--- src/rtl/rr_arbiter4.sv ---
// Four-requester round-robin arbiter. Every grant is followed by a mandatory idle
// gap cycle, and a grant is revoked once it has been held for MAX_HOLD cycles.
module rr_arbiter4 #(
    parameter int MAX_HOLD = 8
) (
    input  logic       clk,
    input  logic       reset,
    input  logic [3:0] req,
    input  logic       done,
    output logic [3:0] grant,
    output logic [1:0] grant_id,
    output logic       busy,
    output logic       timeout
);
    localparam int CW = $clog2(MAX_HOLD + 1);

    typedef enum logic [1:0] {IDLE, GRANT, GAP} state_t;

    state_t        state_q, state_d;
    logic [1:0]    ptr_q, ptr_d;
    logic [1:0]    id_q, id_d;
    logic [CW-1:0] cnt_q, cnt_d;
    logic [3:0]    grant_q, grant_d;
    logic          busy_q, busy_d;
    logic          tmo_q, tmo_d;
    logic [2:0]    pick;
    logic          lim_hit;

    // Returns {found, index} of the first set request at or above p, wrapping 3->0.
    function automatic logic [2:0] first_req(input logic [3:0] r, input logic [1:0] p);
        logic [2:0] res;
        logic [1:0] idx;
        res = 3'b000;
        for (int k = 3; k >= 0; k--) begin
            idx = p + 2'(k);
            if (r[idx]) res = {1'b1, idx};
        end
        return res;
    endfunction

    assign pick    = first_req(req, ptr_q);
    assign lim_hit = (cnt_q == CW'(MAX_HOLD));

    always_comb begin
        state_d = state_q;
        ptr_d   = ptr_q;
        id_d    = id_q;
        cnt_d   = cnt_q;
        grant_d = grant_q;
        tmo_d   = 1'b0;
        case (state_q)
            IDLE, GAP: begin
                if (pick[2]) begin
                    state_d = GRANT;
                    id_d    = pick[1:0];
                    grant_d = 4'b0001 << pick[1:0];
                    cnt_d   = CW'(1);
                end else begin
                    state_d = IDLE;
                    grant_d = 4'b0000;
                    cnt_d   = '0;
                end
            end
            GRANT: begin
                if (done || !req[id_q] || lim_hit) begin
                    state_d = GAP;
                    grant_d = 4'b0000;
                    ptr_d   = id_q + 2'd1;
                    cnt_d   = '0;
                    // A limit release that coincides with a normal release is not a timeout.
                    tmo_d   = !done && req[id_q];
                end else begin
                    cnt_d = cnt_q + CW'(1);
                end
            end
            default: begin
                state_d = IDLE;
                grant_d = 4'b0000;
                cnt_d   = '0;
            end
        endcase
        busy_d = |grant_d;
    end

    always_ff @(posedge clk or posedge reset) begin
        if (reset) begin
            state_q <= IDLE;
            ptr_q   <= 2'd0;
            id_q    <= 2'd0;
            cnt_q   <= '0;
            grant_q <= 4'b0000;
            busy_q  <= 1'b0;
            tmo_q   <= 1'b0;
        end else begin
            state_q <= state_d;
            ptr_q   <= ptr_d;
            id_q    <= id_d;
            cnt_q   <= cnt_d;
            grant_q <= grant_d;
            busy_q  <= busy_d;
            tmo_q   <= tmo_d;
        end
    end

    assign grant    = grant_q;
    assign grant_id = id_q;
    assign busy     = busy_q;
    assign timeout  = tmo_q;
endmodule

--- config.mk ---
export PLATFORM = sky130hd
export DESIGN_NAME = rr_arbiter4
export DESIGN_NICKNAME = d
export VERILOG_FILES = /design/src/rtl/rr_arbiter4.sv
export SDC_FILE = /design/constraint.sdc
export NUM_CORES = 1
export LEC_CHECK = 0
export BUFFER_PORTS_ARGS = -buffer_cell sky130_fd_sc_hd__buf_2
export CAP_MARGIN = 20
export CELL_PAD_IN_SITES_DETAIL_PLACEMENT = 0
export CELL_PAD_IN_SITES_GLOBAL_PLACEMENT = 1
export CORE_MARGIN = 2
export CORE_UTILIZATION = 44
export DETAILED_ROUTE_END_ITERATION = 7
export GPL_TIMING_DRIVEN = 1
export MAX_ROUTING_LAYER = met4
export PLACE_DENSITY = 0.78
export RECOVER_POWER = 50
export SETUP_SLACK_MARGIN = 0.05
export SYNTH_ARGS = -nofsm -noshare
export SYNTH_HDL_FRONTEND = slang
export SYNTH_SLANG_ARGS = --single-unit
--- constraint.sdc ---
create_clock -name clk -period 4.5 [get_ports clk]
set_clock_uncertainty 0.05 [all_clocks]
set_input_delay 0.675 -clock clk [delete_from_list [all_inputs] [get_ports clk]]
set_output_delay 0.675 -clock clk [all_outputs]
set_load 0.1 [all_outputs]
; Word level (Yosys, flattened, before mapping)
; Index checks and enable logic that the tools add are counted.
[totals]
reg_bits = 16
inputBits = 7
[classes]
addsub = 5
order_cmp = 5
eq_ne = 4
n_shift = 1
n_mux = 25
reduce_logical = 10
[op_table]
columns = operator, n
row1 = case mux 4 bit (2 select lines), 2
row2 = "less-than comparator 2 x 3 -> 1 bit, second input constant", 5
row3 = two-way mux 3 bit, 4
row4 = two-way mux 4 bit, 3
row5 = binary-select mux 1 bit (select 2 bit), 5
row6 = two-way mux 1 bit, 9
row7 = "adder 2 x 1 -> 2 bit, second input constant", 2
row8 = "adder 2 bit, second input constant", 2
row9 = "adder 4 x 1 -> 4 bit, second input constant", 1
row10 = "== test 4 bit, second input constant", 1
row11 = case mux 2 bit (2 select lines), 1
row12 = AND reduction 2 bit, 2
row13 = OR reduction 4 bit, 1
row14 = "left shift 1 x 2 -> 4 bit, first input constant", 1
row15 = "== test 2 x 1 -> 1 bit, second input constant", 1
row16 = "== test 2 bit, second input constant", 1
row17 = logical NOT 1 bit, 2
row18 = logical NOT 2 bit, 1
row19 = logical OR 1 bit, 2
row20 = two-way mux 2 bit, 1
row21 = "inequality test 2 bit, second input constant", 1
row22 = OR reduction 2 bit, 1
row23 = logical AND 1 bit, 1

; Logic depth before layout (Yosys ltp)
; Gate-level depths: netlist of the first run.
[depth]
word_depth = 11
depth_mapped = 5
depth_no_buf = 5

; Worst setup path after synthesis of the first run
; Ideal clock, no wire load.
[synth_timing]
path_kind = flip-flop to flip-flop
startpoint = reg id_q[1], in the netlist grant_id[1]
endpoint = reg ptr_q[1]
setup_ns = 0.125
arrival_time_ns = 1.923
t_required_ns = 4.325
slack_ns = 2.402
stages_incl_launch_ff = 5
n_path_buf = 0
path_cell_list = dfrtp_1 -> mux2i_1 -> o22ai_2 -> a21boi_2 -> mux2_4
[synth_via]
elab_chain_cells = 6
word_cells_on_any_way = 7
[synth_rtl]
columns = element, line_no
row1 = from (decl), 21  ; logic [1:0] id_q, id_d;
row2 = from (signal assigned), 97  ; id_q <= id_d;
row3 = binary-select mux 1 bit (select 2 bit), 65  ; if (done || !req[id_q] || lim_hit) begin
row4 = two-way mux 1 bit (not written as such), 65
row5 = logical NOT 1 bit, 65
row6 = logical OR 1 bit (2 in series), 65
row7 = AND reduction 2 bit (no source line), n/a
row8 = to (signal assigned), 96  ; ptr_q <= ptr_d;
row9 = to (decl), 20  ; logic [1:0] ptr_q, ptr_d;
; Parallel ways exist; a longest one is shown, timed or not. The select of a mux whose other input is x is not followed.
; A chain may end at the register's enable or synchronous reset.

; Final worst setup path of the first run
[layout_timing]
startpoint = reg id_q[1], in the netlist grant_id[1]
endpoint = out grant_id[1]
[layout_lines]
columns = element, line_no
row1 = to (decl), 11  ; output logic [1:0] grant_id,
; No word-level cell between the ends.

==> results of run 1 <==
[metal layers]
layer	GRT usage, %	wire [um]	up-vias
met2	25.8	633	11
met3	8.24	66	2
met5	-	0	-
met4	6.86	13	0
met1	20.5	679	266
li1	-	-	284
[through the flow]
step	utilization, %	instance area (sq um)	hold WS [ns]	std cells	worst slack, ns
floorplan	-	782	0.424	71	2.40
global placement	51.2	865	0.451	100	2.67
detailed placement	51.2	865	0.457	100	2.64
CTS	52.5	887	0.397	103	2.53
global route	51.6	872	0.426	103	2.47
finish	51.6	872	0.388	103	2.54
[cell usage in the layout, fill, tap and decap left out]
cell / instances
dfrtp_1: 16
buf_2: 14
inv_1: 6
nor2_1: 5
mux2i_1: 4
o22ai_1: 3
a21oi_1: 3
nand2_1: 3
clkbuf_4: 3
a21boi_0: 2
nor4_1: 2
a32o_1: 2
nand3_1: 2
o32ai_1: 2
xor2_1: 2
o21ai_1: 2
ha_1: 2
nand3b_1: 1
or2_1: 1
or2b_1: 1
nor2b_1: 1
mux2_2: 1
o21a_1: 1
o22a_1: 1
and3_2: 1
or2_2: 1
and2_1: 1
xnor2_1: 1
o21ai_0: 1
mux2_4: 1
[logic make-up after synthesis]
| family | Yosys count | synth area share [%] |
|---|---|---|
| AO/OA/AOI/OAI | 17 | 16.3 |
| XOR/XNOR | 3 | 3.36 |
| adder cells (fa/ha/maj) | 2 | 3.20 |
| buffers and inverters | 8 | 4.00 |
| flip-flops | 16 | 51.2 |
| multiplexers | 6 | 8.48 |
| AND/OR/NAND/NOR | 19 | 13.4 |
[final timing paths]
kind / from / end / slack (ns) / depth (start not counted)
max: grant_id[1] / grant_id[1] / 2.54 / 1
max in group asynchronous: reset / grant_id[0] / 3.63 / 2
max reg2reg: grant_id[1] / ptr_q[1] / 2.71 / 4
min in group clk: state_q[1] / timeout / 0.46 / 3
min: reset / cnt_q[2] / 0.39 / 2
min reg2reg: state_q[1] / timeout / 0.46 / 3
[cell usage after synthesis (2+ instances only)]
| master | number |
|---|---|
| dfrtp_1 | 16 |
| inv_1 | 6 |
| nor2_1 | 5 |
| mux2i_1 | 4 |
| a21oi_1 | 3 |
| nand2_1 | 3 |
| a32o_1 | 2 |
| ha_1 | 2 |
| nor4_1 | 2 |
| o21ai_1 | 2 |
| o22ai_1 | 2 |
| o32ai_1 | 2 |
| xor2_1 | 2 |
[area by class of cell]
class | instances | share of cell area, %
clock buffers | 3 | 2.58
inverters | 6 | 2.58
multi-input cells | 47 | 38.5
flip-flops and latches | 16 | 45.9
well taps | 17 | 2.44
repair buffers | 14 | 8.03
[state kept, by name, indices dropped and copies added, names as in the netlist]
signal and count:
state_q 2, grant 4, timeout 1, busy 1, cnt_q 4, ptr_q 2, grant_id 2
==> summary.txt, run 1 <==
Clock network
  – Reg clk slew, reported paths: 0.08 ns
  – Skew-Pair Late Insertion Delay: 0.28 ns
  – CTS Hold Buffers Added: 0
  – H-Tree Depth: 1
  – Post-CTS sizing: 0
  – Clock root buffer master: clkbuf_4
  – CTS tree: yes
  – TritonCTS buffer count: 3
  – Clock Sinks: 16
  – Largest buffer count on any clock path: 2
  – Post-CTS Setup Inserts: 0

Worst hold path
  – Hold WC Path Type: input port to asynchronous set/reset pin

Placed design
  – Placed wire-length estimate: 1.05 mm
  – Gpl congestion: 0.784
  – Port Buffer Count: 14

Setup path
  – CP delay by family, top: flip-flops
  – CP Buf/Inv Count: 1
  – Worst path cell trace: buf_2
  – Crit path DAT: 1.23 ns
  – Crit path required time: 3.77 ns
  – CP max FO: 5
  – Crit Path Category: flip-flop to output pin
  – CP Launch Type: flip-flop
  – Worst-path cell with the longest stage delay: dfrtp_1
  – CP peak stage delay: 0.47 ns
  – Crit. End Element: output pin

STA
  – Worst slew margin: 60.9%
  – Fmax: 511 MHz
  – RSZ-0062 raised after global routing: no
  – Period utilisation layout: 43.4%
  – Setup violators final: 0
  – Crit path time final: 1.96 ns
  – Setup_tns: 0 ns
  – Max Slew Vio Count: 0
  – Measured slew at the worst slew-check pin: 0.586 ns
  – Final hold vios: 0

Detailed routing
  – 1st-pass router iterations: 4
  – DRC violations left: 0
  – Wire length per cell: 13.5 um
  – Vias: 563
  – Iteration-0 DRC Markers: 4
  – Final antenna-violating net count: 0
  – Routed Wire Length: 1.39 mm
  – Vias per cell: 5.47

Synth
  – Post-synth EDFFs: 0
  – Net count after synthesis: 80
  – Post-synth top flop: dfrtp_1
  – Yosys cell types: 33
  – Ys async rst share: 100%
  – Cell area after synthesis: 782 sq um
  – FF+latch count, synth: 16
  – Syn. warnings: 0
  – Avg Inst Size Synth: 11.0 sq um
  – Leading post-synthesis cells by cell area: dfrtp_1 (51%), mux2i_1 (5.1%), ha_1 (3.2%), inv_1 (2.9%), a32o_1 (2.6%)
  – Post-synth top area share: 51.2%
  – Syn Inst Count: 71
  – Sequential-to-total area share from yosys stat: 51.2%
  – Synth area leader: dfrtp_1

GRT
  – Largest net degree at the start of global routing: 17
  – Vias in the first global route: 534
  – Initial antenna violation count: 0
  – All-Layer GR Usage: 17.5%
  – Gr ovfl total: 0
  – First-pass GRT wire length: 2.44 mm

Floorplan
  – CORE AREA: 1690 sq um
  – Starting density of the core: 46.3%
  – Die width: 46.2 um
  – Number of cell rows: 15
  – Die Span Y: 46.2 um
  – Die area: 2130 sq um
  – I/O Pins: 15

Status
  – Status: finished clean

Final layout
  – Multi-input gate area in the final layout: 335 sq um
  – Register area: 400 sq um
  – Layout area overhead: 11.5%
  – Nets: 97
  – Inserted Diodes: 0
  – Share of cells above drive strength 1: 24.4%
  – Layout filler cell count: 170

Flow run
  – Max-cap violations: 0
Power of run 1 is left out: the tool's default activity adds up to more than one toggle a clock period on the data nets, which glitch-free logic cannot reach.
==> inputs of run 2 (changes only) <==
--- a/config.mk
+++ b/config.mk
@@ -10,11 +10,11 @@
 export CELL_PAD_IN_SITES_DETAIL_PLACEMENT = 0
 export CELL_PAD_IN_SITES_GLOBAL_PLACEMENT = 1
 export CORE_MARGIN = 2
-export CORE_UTILIZATION = 44
+export CORE_UTILIZATION = 40
 export DETAILED_ROUTE_END_ITERATION = 7
 export GPL_TIMING_DRIVEN = 1
 export MAX_ROUTING_LAYER = met4
-export PLACE_DENSITY = 0.78
+export PLACE_DENSITY = 0.71
 export RECOVER_POWER = 50
 export SETUP_SLACK_MARGIN = 0.05
 export SYNTH_ARGS = -nofsm -noshare
==> constraint.sdc (replaced) <==
create_clock -name clk -period 1.9 [get_ports clk]
set_clock_uncertainty 0.05 [all_clocks]
set_input_delay 0.285 -clock clk [delete_from_list [all_inputs] [get_ports clk]]
set_output_delay 0.285 -clock clk [all_outputs]
set_load 0.1 [all_outputs]
==> summary.txt, run 2 (synthesis gave the netlist of run 1 again) <==
Clock network
  – Post-CTS Setup Inserts: 0
  – Clock root buffer master: clkbuf_4
  – CTS Hold Buffers Added: 0
  – Post-CTS sizing: 0
  – H-Tree Depth: 1
  – Reg clk slew, reported paths: 0.10 ns
  – Skew-Pair Late Insertion Delay: 0.28 ns
  – Clock Sinks: 16
  – TritonCTS buffer count: 3
  – Largest buffer count on any clock path: 2
  – CTS tree: yes

Detailed routing
  – Routed Wire Length: 1.55 mm
  – Vias: 595
  – Iteration-0 DRC Markers: 12
  – Vias per cell: 5.31
  – DRC violations left: 0
  – Wire length per cell: 13.8 um
  – Final antenna-violating net count: 0
  – 1st-pass router iterations: 4

Final layout
  – Share of cells above drive strength 1: 28.7%
  – Most common cell after layout, fill and taps aside: dfrtp_1
  – Commonest cells after routing, fill and taps aside: dfrtp_1 (15), buf_2 (12), inv_1 (6), nor2_1 (5), mux2i_1 (4)
  – Inserted Diodes: 0
  – Nets: 97
  – Fin util: 50.8%
  – Layout area overhead: 15.8%
  – Layout filler cell count: 183
  – Layout Cells excl Fill: 112

STA
  – Crit path time final: 1.65 ns
  – Fmax: 607 MHz
  – Setup violators final: 0
  – Max Slew Vio Count: 0
  – Period utilisation layout: 86.8%
  – Setup_tns: 0 ns
  – Measured slew at the worst slew-check pin: 0.598 ns
  – Worst slew margin: 60.1%
  – RSZ-0062 raised after global routing: no
  – Final hold vios: 0

Floorplan
  – CORE AREA: 1780 sq um
  – Number of cell rows: 15
  – Die area: 2320 sq um
  – I/O Pins: 15
  – Die width: 48.2 um
  – Starting density of the core: 43.9%
  – Die Span Y: 48.2 um

Placed design
  – Placed wire-length estimate: 1.18 mm
  – Placed insts: 108
  – Port Buffer Count: 14
  – Gpl congestion: 0.780

GRT
  – All-Layer GR Usage: 16.3%
  – Vias in the first global route: 560
  – Initial antenna violation count: 0
  – Gr ovfl total: 0
  – Largest net degree at the start of global routing: 17
  – First-pass GRT wire length: 2.44 mm

Status
  – Status: finished clean

Setup path
  – Crit. End Element: flip-flop
  – Crit path required time: 2.03 ns
  – Crit Path Category: flip-flop to flip-flop
  – Crit path DAT: 1.78 ns
  – CP max FO: 6
  – CP Launch Type: flip-flop

Worst hold path
  – Hold WC Path Type: input port to asynchronous set/reset pin

Flow run
  – Max-cap violations: 0
[run 2: cell count changes in the layout (fill, tap and decap cells not counted), sizes merged]
| cell | previous run | this run |
|---|---|---|
| buf | 14 | 12 |
| clkbuf | 3 | 6 |
[run 2: worst max-delay path: stages (launching register included)]
cell and delay, ns:
dfrtp_1 0.44, or2_1 0.25, o22ai_1 0.35, a21boi_2 0.15
mux2_4 0.31
[run 2: layout make-up]
class	count	area, sq um	share of cell area, %
sequential	16	402	44.3
multi-input combinational	47	344	38.0
timing repair buffer	14	70.1	7.73
clock buffer	4	36.3	4.01
tap	25	31.3	3.45
inverter	6	22.5	2.49
[run 2: layer usage]
layer	global-route usage, %	wire (um)	vias to the layer above
li1	-	-	286
met2	24.2	773	12
met1	20.2	708	295
met4	9.73	19	0
met3	3.33	48	2
met5	-	0	-
[run 2: worst paths after layout]
| check | end | from | cells after the start | slack [ns] |
|---|---|---|---|---|
| min reg2reg | cnt_q[0] | cnt_q[0] | 1 | 0.47 |
| max reg2reg | ptr_q[1] | grant_id[0] | 4 | 0.25 |
| max | ptr_q[1] | grant_id[0] | 4 | 0.25 |
| min | state_q[1] | reset | 2 | 0.002 |
| max in group asynchronous | grant_id[1] | reset | 2 | 1.38 |
| min in group clk | grant[0] | req[3] | 3 | 0.39 |
[run 2: stage by stage]
stage	cell area (sq um)	hold slack [ns]	worst slack (ns)
3_3_place_gp	877	0.329	0.387
5_1_grt	906	0.0509	0.144
4_1_cts	913	0.0199	0.353
2_1_floorplan	785	0.149	0.116
6_report	906	0.00172	0.252
3_5_place_dp	877	0.336	0.365
Power of run 2 is left out for the same reason.
